$ cat src/rtl/oled_spi_receiver.sv
// oled_spi_receiver: receives an SSD1306-style 4-wire SPI stream and splits it into
// frame-buffer writes (dc=1) and decoded command/parameter bytes (dc=0).
// Ports:
//   clk, rst_n              system clock, synchronous active-low reset
//   io_sclk, io_sdin        serial clock (idles high, sampled on rise) and MSB-first data
//   io_cs, io_dc, io_reset  chip select (low), data/command select, display reset (low)
//   fb_we, fb_addr, fb_data one-cycle frame-buffer write strobe, byte address, byte
//   cmd_valid, cmd_byte     one-cycle strobe per command or parameter byte
//   display_on, invert      flags driven by 0xAE/0xAF and 0xA6/0xA7
//   contrast, charge_pump   last 0x81 parameter, bit 2 of last 0x8D parameter
module oled_spi_receiver #(
   parameter int SYNC_STAGES = 2
) (
   input  logic       clk,
   input  logic       rst_n,
   input  logic       io_sclk,
   input  logic       io_sdin,
   input  logic       io_cs,
   input  logic       io_dc,
   input  logic       io_reset,
   output logic       fb_we,
   output logic [9:0] fb_addr,
   output logic [7:0] fb_data,
   output logic       cmd_valid,
   output logic [7:0] cmd_byte,
   output logic       display_on,
   output logic       invert,
   output logic [7:0] contrast,
   output logic       charge_pump
);
   typedef enum logic {CMD_IDLE, CMD_PARAM} state_t;
   state_t state, state_n;
   logic [SYNC_STAGES-1:0] sclk_sync, sdin_sync, cs_sync, dc_sync, rst_sync;
   logic       sclk_d;
   logic       sclk_s, sdin_s, cs_s, dc_s, rst_s;
   logic       clear, shift_ev, byte_done, takes_param;
   logic [2:0] bit_cnt;
   logic [7:0] shreg, rx_byte, opcode, opcode_n, contrast_n;
   logic       display_on_n, invert_n, charge_pump_n;
   assign sclk_s = sclk_sync[SYNC_STAGES-1];
   assign sdin_s = sdin_sync[SYNC_STAGES-1];
   assign cs_s   = cs_sync[SYNC_STAGES-1];
   assign dc_s   = dc_sync[SYNC_STAGES-1];
   assign rst_s  = rst_sync[SYNC_STAGES-1];
   // io_reset clears everything but the synchronizers, which must keep tracking the pins
   assign clear     = !rst_n || !rst_s;
   assign shift_ev  = sclk_s && !sclk_d && !cs_s;
   assign byte_done = shift_ev && bit_cnt == 3'd7;
   assign rx_byte   = {shreg[6:0], sdin_s};
   assign takes_param = rx_byte inside {8'h81, 8'h20, 8'hA8, 8'hD3, 8'hD5, 8'hD9, 8'hDB, 8'h8D};
   // sclk_d resets high so a released reset with sclk high never looks like an edge
   always_ff @(posedge clk) begin
      if (!rst_n) begin
         sclk_sync <= '1;
         sdin_sync <= '0;
         cs_sync   <= '1;
         dc_sync   <= '1;
         rst_sync  <= '1;
         sclk_d    <= 1'b1;
      end else begin
         sclk_sync <= {sclk_sync[SYNC_STAGES-2:0], io_sclk};
         sdin_sync <= {sdin_sync[SYNC_STAGES-2:0], io_sdin};
         cs_sync   <= {cs_sync[SYNC_STAGES-2:0], io_cs};
         dc_sync   <= {dc_sync[SYNC_STAGES-2:0], io_dc};
         rst_sync  <= {rst_sync[SYNC_STAGES-2:0], io_reset};
         sclk_d    <= sclk_s;
      end
   end
   // Byte assembler and output strobes; strobes land one cycle after the 8th edge
   always_ff @(posedge clk) begin
      if (clear) begin
         bit_cnt   <= '0;
         shreg     <= '0;
         fb_we     <= 1'b0;
         cmd_valid <= 1'b0;
         fb_addr   <= '0;
         fb_data   <= '0;
         cmd_byte  <= '0;
      end else begin
         if (cs_s)
            bit_cnt <= '0;
         else if (shift_ev) begin
            bit_cnt <= bit_cnt + 3'd1;
            shreg   <= rx_byte;
         end
         fb_we     <= byte_done && dc_s;
         cmd_valid <= byte_done && !dc_s;
         fb_data   <= byte_done && dc_s ? rx_byte : fb_data;
         cmd_byte  <= byte_done && !dc_s ? rx_byte : cmd_byte;
         // address advances the cycle after the write so fb_addr is valid alongside fb_we
         fb_addr   <= fb_we ? fb_addr + 10'd1 : fb_addr;
      end
   end
   always_ff @(posedge clk) begin
      if (clear) begin
         state       <= CMD_IDLE;
         opcode      <= '0;
         display_on  <= 1'b0;
         invert      <= 1'b0;
         contrast    <= 8'h7F;
         charge_pump <= 1'b0;
      end else begin
         state       <= state_n;
         opcode      <= opcode_n;
         display_on  <= display_on_n;
         invert      <= invert_n;
         contrast    <= contrast_n;
         charge_pump <= charge_pump_n;
      end
   end
   // Command decoder; a data byte always drops a pending parameter
   always_comb begin
      state_n       = state;
      opcode_n      = opcode;
      display_on_n  = display_on;
      invert_n      = invert;
      contrast_n    = contrast;
      charge_pump_n = charge_pump;
      if (byte_done && dc_s)
         state_n = CMD_IDLE;
      else if (byte_done && state == CMD_PARAM) begin
         state_n       = CMD_IDLE;
         contrast_n    = opcode == 8'h81 ? rx_byte : contrast;
         charge_pump_n = opcode == 8'h8D ? rx_byte[2] : charge_pump;
      end else if (byte_done) begin
         display_on_n = rx_byte == 8'hAF ? 1'b1 : rx_byte == 8'hAE ? 1'b0 : display_on;
         invert_n     = rx_byte == 8'hA7 ? 1'b1 : rx_byte == 8'hA6 ? 1'b0 : invert;
         state_n      = takes_param ? CMD_PARAM : CMD_IDLE;
         opcode_n     = takes_param ? rx_byte : opcode;
      end
   end
endmodule

$ cat config.mk
export PLATFORM = sky130hd
export DESIGN_NAME = oled_spi_receiver
export DESIGN_NICKNAME = d
export VERILOG_FILES = /design/src/rtl/oled_spi_receiver.sv
export SDC_FILE = /design/constraint.sdc
export NUM_CORES = 1
export LEC_CHECK = 0
export BUFFER_PORTS_ARGS = -buffer_cell sky130_fd_sc_hd__buf_2
export CAP_MARGIN = 20
export CORE_ASPECT_RATIO = 1.4
export CORE_MARGIN = 3
export CORE_UTILIZATION = 59
export DETAILED_ROUTE_END_ITERATION = 8
export PLACE_DENSITY = 0.83
export SLEW_MARGIN = 25
export SYNTH_ARGS = -nofsm -noshare
export SYNTH_HDL_FRONTEND = slang
export SYNTH_SLANG_ARGS = --single-unit
$ cat constraint.sdc
create_clock -name clk -period 4.8 [get_ports clk]
set_clock_uncertainty 0.1 [all_clocks]
set_input_delay 0 -clock clk [delete_from_list [all_inputs] [get_ports clk]]
set_output_delay 0 -clock clk [all_outputs]
set_load 0.03 [all_outputs]
==> qor.csv, run 1 <==
metric,value,unit
status,"complete, no violations",
TritonCTS clock tree,built,
final worst path period need,3.090,ns
CTS max path bufs,2,
final instance area,3238,um^2
synthesis-stage register bit count,69,
Die H,85.51,um
Placement Cell Area,2890,um^2
RSZ-0062 raised after global routing,no,
Max IR drop VDD,279.6,uV
Worst Hold Class,reg2reg,
Post-synth EDFFs,0,
largest net degree at the start of global routing,36,
clk sinks,69,
Leakage,1.290,nW
Routed Wire Length,5399,um
WL/cell,13.63,um
count of final setup violators,0,
CP endpoint kind,flop,
Total GRT Usage,21.84,%
critical-path maximum fanout,15,
"Seq/Total Area, Yosys",51.86,%
max-slew violations,0,
Die W,62.79,um
Root Buffer,clkbuf_8,
full die area,5369,um^2
first-pass GRT wire length,9094,um
# IOs,46,
most common library cell in the layout ignoring fill and taps,dfxtp_1,
vias in the first global route,2043,
Yosys Warn Count,0,
"Hold Vio Cnt, Final",0,
"antenna viol nets, final",0,
initial core utilization,62.32,%
via count,2127,
vias per cell,5.371,
Final nets,341,
"commonest non-fill, non-tap cells in the layout","dfxtp_1, buf_2, nand2_1",
Final Util,75.76,%
CTS buffer count,9,
setup TNS,0,ns
CTS resizes,0,
pwr dens,353.3,nW/um^2
Least-Margin Pin Slew,0.9451,ns
crit path DAT,3.17,ns
relative slew slack,36.41,%
clock latency on the worst-skew pair,0.34,ns
share of layout cells above drive strength 1,19.64,%
Syn Inst Count,282,
routability congestion estimate from global placement,0.7837,
clk slew on worst S/H paths,0.07,ns
TritonRoute pass-1 iters,4,
Core Box Area,4274,um^2
fraction of registers with async set/reset,0,%
met3 GRT Util,6.422,%
Synth Cell Area,2664,um^2
Unique masters post-synth,42,
Tcrit/Tclk final,64.37,%
"Most Used Layer, Global Route",met2,
Startpoint Class,flop,
"Primary FF master, synth",dfxtp_1,
Min Hold Slack,0.3096,ns
area delta synth->final,21.56,%
Rows,28,
H-tree levels,3,
# diodes,0,
crit path kind,reg2reg,
post-detail-place hpwl,3500,um
initial antenna violation count,0,
Mapped Nets,292,
PortBufs,45,
Syn Area/Cell,9.446,um^2
max_cap viols,0,
fmax,0.3236,GHz
Design Power,1.144,mW
gr ovfl total,0,
WP data required,4.88,ns
drt drc,0,
grt met1 use,24.39,%
Starting DRT DRC Count,85,
met2 usage,37.28,%
## metrics by stage
stage | setup slack (ns) | std cells
final | 1.710 | 396
after global routing | 1.370 | 396
after CTS | 1.726 | 396
after detailed placement | 1.728 | 369
after global placement | 1.831 | 369
after floorplan | 2.384 | 282
## metal layers
layer	share of wire, %	vias to the layer above	routed length (um)
li1	-	1071	-
met1	44	995	2382
met2	49	50	2671
met3	4.3	11	233
met4	2.1	0	112
met5	0	-	0
## flip-flops by register name (all words and copies together), names as in the netlist, 2 cells and up
name and cells:
fb_addr 10, bit_cnt 3, contrast 8, shreg 7, opcode 8, sdin_sync 2, dc_sync 2, cs_sync 2
sclk_sync 2, cmd_byte 8, fb_data 8, rst_sync 2
## what timing repair did
item                                    in CTS  in global routing
endpoints found under the setup margin       0                  0
hold endpoints to repair                    11                  0
setup buffers                                0                  0
hold buffers                                11                  0
## area by class of cell
type                    instances  area (um^2)
flip-flops and latches         69         1381
multi-input cells             190         1191
fillers                       332         1036
repair buffers                 57        342.8
clock buffers                  11        151.4
clock inverters                 5        81.33
well taps                      60        75.07
inverters                       4        15.01
## where the power goes
| part | switching, mW | internal [mW] |
|---|---|---|
| Combinational | 0.0151 | 0.0121 |
| Sequential | 0.00409 | 0.576 |
| Clock | 0.215 | 0.322 |
## final timing paths
check | startpoint | to | slack, ns | depth (start not counted)
worst min register to register | dc_sync[0]$_SDFF_PN1_ | dc_sync[1]$_SDFF_PN1_ | 0.31 | 1
worst min-delay path | dc_sync[0]$_SDFF_PN1_ | dc_sync[1]$_SDFF_PN1_ | 0.31 | 1
worst max-delay path | bit_cnt[0]$_SDFFE_PP0P_ | contrast[1]$_SDFFE_PP1P_ | 1.71 | 7
worst max register to register | bit_cnt[0]$_SDFFE_PP0P_ | contrast[1]$_SDFFE_PP1P_ | 1.71 | 7
## critical path: stages (launching register included)
cell	delay, ns
dfxtp_1	0.35
ha_1	0.15
ha_1	0.14
nand4bb_1	0.50
nor4_1	0.99
nand2_1	0.43
nand2_1	0.17
o211ai_1	0.10
## synthesized netlist by cell type, types with 2 or more instances
| cell type | n | share of area (%) |
|---|---|---|
| a211oi_1 | 2 | 0.56 |
| o211ai_1 | 3 | 0.85 |
| dfxtp_1 | 69 | 52 |
| nor2b_1 | 2 | 0.47 |
| xor2_1 | 7 | 2.3 |
| a22o_1 | 8 | 2.6 |
| xnor2_1 | 3 | 0.99 |
| buf_2 | 2 | 0.38 |
| nor2_1 | 27 | 3.8 |
| and3_1 | 2 | 0.47 |
| inv_1 | 4 | 0.56 |
| ha_1 | 3 | 1.4 |
| clkbuf_1 | 16 | 2.3 |
| and4_1 | 2 | 0.66 |
| nand2_1 | 37 | 5.2 |
| mux2i_1 | 17 | 6.4 |
| nand3b_1 | 2 | 0.56 |
| nand3_1 | 13 | 2.4 |
| and2_1 | 3 | 0.70 |
| nand4_1 | 4 | 0.94 |
| o32ai_1 | 2 | 0.66 |
| a21oi_1 | 13 | 2.4 |
| nor3_1 | 6 | 1.1 |
| o21ai_0 | 9 | 1.7 |
| nand2b_1 | 9 | 2.1 |
## logic make-up (layout without fill, tap and decap cells)
family                     count (synthesis)  after routing  synth area share, %
AOI/OAI and AO/OA                         43             43                11.70
xor gates and xnor gates                  10             10                3.288
adders and majority gates                  3              3                1.409
buffers and inverters                     23             77                3.617
DFF                                       69             69                51.86
muxes                                     17             17                6.388
and+or+nand+nor                          117            117                21.75
Note: power is estimated with default switching activity, not from simulation.
==> inputs of run 2 (changes only) <==
--- a/config.mk
+++ b/config.mk
@@ -5,13 +5,14 @@
 export SDC_FILE = /design/constraint.sdc
 export NUM_CORES = 1
 export LEC_CHECK = 0
+export ABC_AREA = 1
 export BUFFER_PORTS_ARGS = -buffer_cell sky130_fd_sc_hd__buf_2
 export CAP_MARGIN = 20
 export CORE_ASPECT_RATIO = 1.4
 export CORE_MARGIN = 3
-export CORE_UTILIZATION = 59
+export CORE_UTILIZATION = 55
 export DETAILED_ROUTE_END_ITERATION = 8
-export PLACE_DENSITY = 0.83
+export PLACE_DENSITY = 0.78
 export SLEW_MARGIN = 25
 export SYNTH_ARGS = -nofsm -noshare
 export SYNTH_HDL_FRONTEND = slang
==> constraint.sdc (replaced) <==
create_clock -name clk -period 3.2 [get_ports clk]
set_clock_uncertainty 0.1 [all_clocks]
set_input_delay 0 -clock clk [delete_from_list [all_inputs] [get_ports clk]]
set_output_delay 0 -clock clk [all_outputs]
set_load 0.03 [all_outputs]
==> run 2 against run 1 <==
Net effect: wire length up 4.2%; largest power group unchanged; die area increased by 9.0%; setup slack got worse by 0.57 ns; highest routed layer unchanged; combinational power increased by 78%; critical path depth grew 2; synthesized cell count increased by 29%; non-clock buffer count did not move; global-route usage is 0.44 points lower.
==> qor.csv, run 2 <==
metric,value,unit
Leakage,1.616,nW
Commonest cells post-synth,"nand2_1, dfxtp_1, nor2_1",
R2R Setup Slk,1.26,ns
"slowest stage delay, CP",0.53,ns
hold_sp,cs_sync[0]$_SDFF_PN1_,
post-detail-place hpwl,3926,um
Inst Count DP,463,
XOR/XNOR Fraction of Synth Area,0,%
top cell type's share of synthesized area,50.64,%
Starting DRT DRC Count,147,
count of final setup violators,0,
TritonCTS clock tree,built,
relative slew slack,65.68,%
"Hold-fix buffers, CTS",11,
share of layout cells above drive strength 1,19.16,%
"antenna viol nets, final",0,
reg2reg end,fb_data[2]$_SDFFE_PP0P_,
Startpoint Class,input port,
max-slew violations,0,
Int Pwr,1.192,mW
"Seq/Total Area, Yosys",50.64,%
most common library cell in the layout ignoring fill and taps,nand2_1,
crit path DAT,2.18,ns
status,"complete, no violations",
final worst path period need,2.058,ns
max FFs per register,10,
pre-CTS WS,1.269,ns
Core Box Area,4644,um^2
Unique masters post-synth,23,
mux contribution to synthesized area,0,%
PortBufs,45,
fmax,0.4859,GHz
Die H,89.33,um
initial antenna violation count,0,
drt drc,0,
Comb pwr share,3.1,%
initial core utilization,58.73,%
Worst Hold Endpoint,cs_sync[1]$_SDFF_PN1_,
WP data required,3.33,ns
Routed Wire Length,5624,um
WHS Path Cells,2,
Post-CTS Setup Bufs,0,
FILL cells,390,
metal1 wirelength,2471,um
Synth Cell Area,2728,um^2
via count,2388,
clock latency on the worst-skew pair,0.34,ns
# IOs,46,
largest cells by area after synthesis,"dfxtp_1, nand2_1, nor2_1, inv_1, o21ai_0",
worst-case reg-to-reg path depth,7,
vias in the first global route,2207,
CP endpoint kind,flop,
WL/cell,11.48,um
Total GRT Usage,21.40,%
H-tree levels,3,
NetSw,371.5,uW
area delta synth->final,20.28,%
gr ovfl total,0,
CTS resizes,0,
Least-Margin Pin Slew,0.5143,ns
critical-path maximum fanout,23,
sequential share of power,55.7,%
"Hold Vio Cnt, Final",0,
pwr dens,476.5,nW/um^2
worst r2r src,rst_sync[1]$_SDFF_PN1_,
Root Buffer,clkbuf_8,
Post-Synth Adder-Cell Area,1.376,%
crit path kind,in2reg,
TritonRoute pass-1 iters,4,
"Primary FF master, synth",dfxtp_1,
most common cell in the netlist,nand2_1,
fin cells,490,
Post-synth EDFFs,0,
fraction of registers with async set/reset,0,%
Die W,65.52,um
Worst Slack Setup Final,1.142,ns
Mapped Nets,375,
Syn Inst Count,365,
clk sinks,69,
Final Util,70.64,%
complex-gate fraction of the synthesized area,12.02,%
met2 routed WL,2786,um
largest net degree at the start of global routing,24,
register with the most flip-flops,fb_addr,
cells along the critical path,dlygate4sd3_1 > buf_2 > nand2_1 > inv_1 > buf_4 > o21ai_0 > clkinv_1 > nand2_1 > o21ai_0,
Max IR drop VDD,350.1,uV
max_cap viols,0,
Syn Area/Cell,7.473,um^2
Tcrit/Tclk final,64.31,%
Synth Area in Simple Gates,27.20,%
"commonest non-fill, non-tap cells in the layout","nand2_1, dfxtp_1, nor2_1",
first-pass GRT wire length,9673,um
setup TNS,0,ns
Final nets,433,
routability congestion estimate from global placement,0.9395,
main combinational cell family by area after synthesis,simple AND/OR/NAND/NOR gates,
CTS buffer count,9,
# diodes,0,
crit path from,rst_n,
synthesis-stage register bit count,69,
full die area,5852,um^2
Yosys top cell by area,dfxtp_1,
slowest CP cell,dlygate4sd3_1,
Worst Hold Class,reg2reg,
WL met3,203,um
Top Metal Used,met4,
CTS max path bufs,2,
Switching Share,23.77,%
clk slew on worst S/H paths,0.08,ns
RSZ-0062 raised after global routing,no,
Rows,29,
Clk pwr share,41.3,%
vias per cell,4.873,
Yosys Warn Count,0,
run 2: per-layer routing:
layer	GRT usage (%)	vias to the layer above
met5	0	-
li1	-	1261
met3	3.270	18
met4	12.64	0
met2	37.60	49
met1	24.43	1060
run 2: metrics by stage:
stage               area (um^2)  hold WS [ns]  power (mW)
floorplan                  2728      -0.01518      0.9166
global placement           2987       0.07060      0.9259
detailed placement         2987       0.07125      0.9274
CTS                        3281        0.3092       1.571
global route               3281        0.3307       1.616
finish                     3281        0.3086       1.563
run 2: layout make-up:
cell class | count | area [um^2] | area share [%]
Clock inverter | 6 | 46.29 | 1.411
Timing Repair Buffer | 57 | 342.8 | 10.45
Clock buffer | 10 | 137.6 | 4.195
Sequential cell | 69 | 1381 | 42.11
Tap cell | 62 | 77.57 | 2.365
Multi-Input combinational cell | 236 | 1107 | 33.75
Inverter | 50 | 187.7 | 5.721
run 2: how the worst max path moves through the flow:
| stage | to | slack, ns | cells after the start |
|---|---|---|---|
| 3_3_place_gp | fb_data[0]$_SDFFE_PP0P_ | 1.43 | 7 |
| 3_5_place_dp | fb_data[2]$_SDFFE_PP0P_ | 1.27 | 7 |
| 4_1_cts | fb_data[2]$_SDFFE_PP0P_ | 1.17 | 9 |
| 6_report | fb_data[2]$_SDFFE_PP0P_ | 1.14 | 9 |
| 2_1_floorplan | fb_addr[8]$_SDFFE_PP0P_ | 1.50 | 8 |
| 5_1_grt | fb_data[2]$_SDFFE_PP0P_ | 0.90 | 9 |
run 2: power by group through the flow:
| stage | Clock (mW) | Sequential [mW] | Combinational [mW] |
|---|---|---|---|
| 6_report | 0.645 | 0.870 | 0.0484 |
| 5_1_grt | 0.691 | 0.870 | 0.0546 |
| 4_1_cts | 0.653 | 0.870 | 0.0477 |
| 3_5_place_dp | 0 | 0.890 | 0.0375 |
| 3_3_place_gp | 0 | 0.890 | 0.0363 |
| 2_1_floorplan | 0 | 0.888 | 0.0282 |
run 2: kinds of logic (layout without fill, tap and decap cells):
family | count (synthesis) | count (layout)
AND/OR/NAND/NOR | 171 | 171
flip-flops | 69 | 69
AO/OA/AOI/OAI | 62 | 62
buffers and inverters | 60 | 123
adder cells (fa/ha/maj) | 3 | 3
run 2: worst max-delay path: cells and delay by family:
kind            cells  cell delay (ns)
compound gates      2             0.20
buf+inv             5             1.61
simple gates        2             0.36
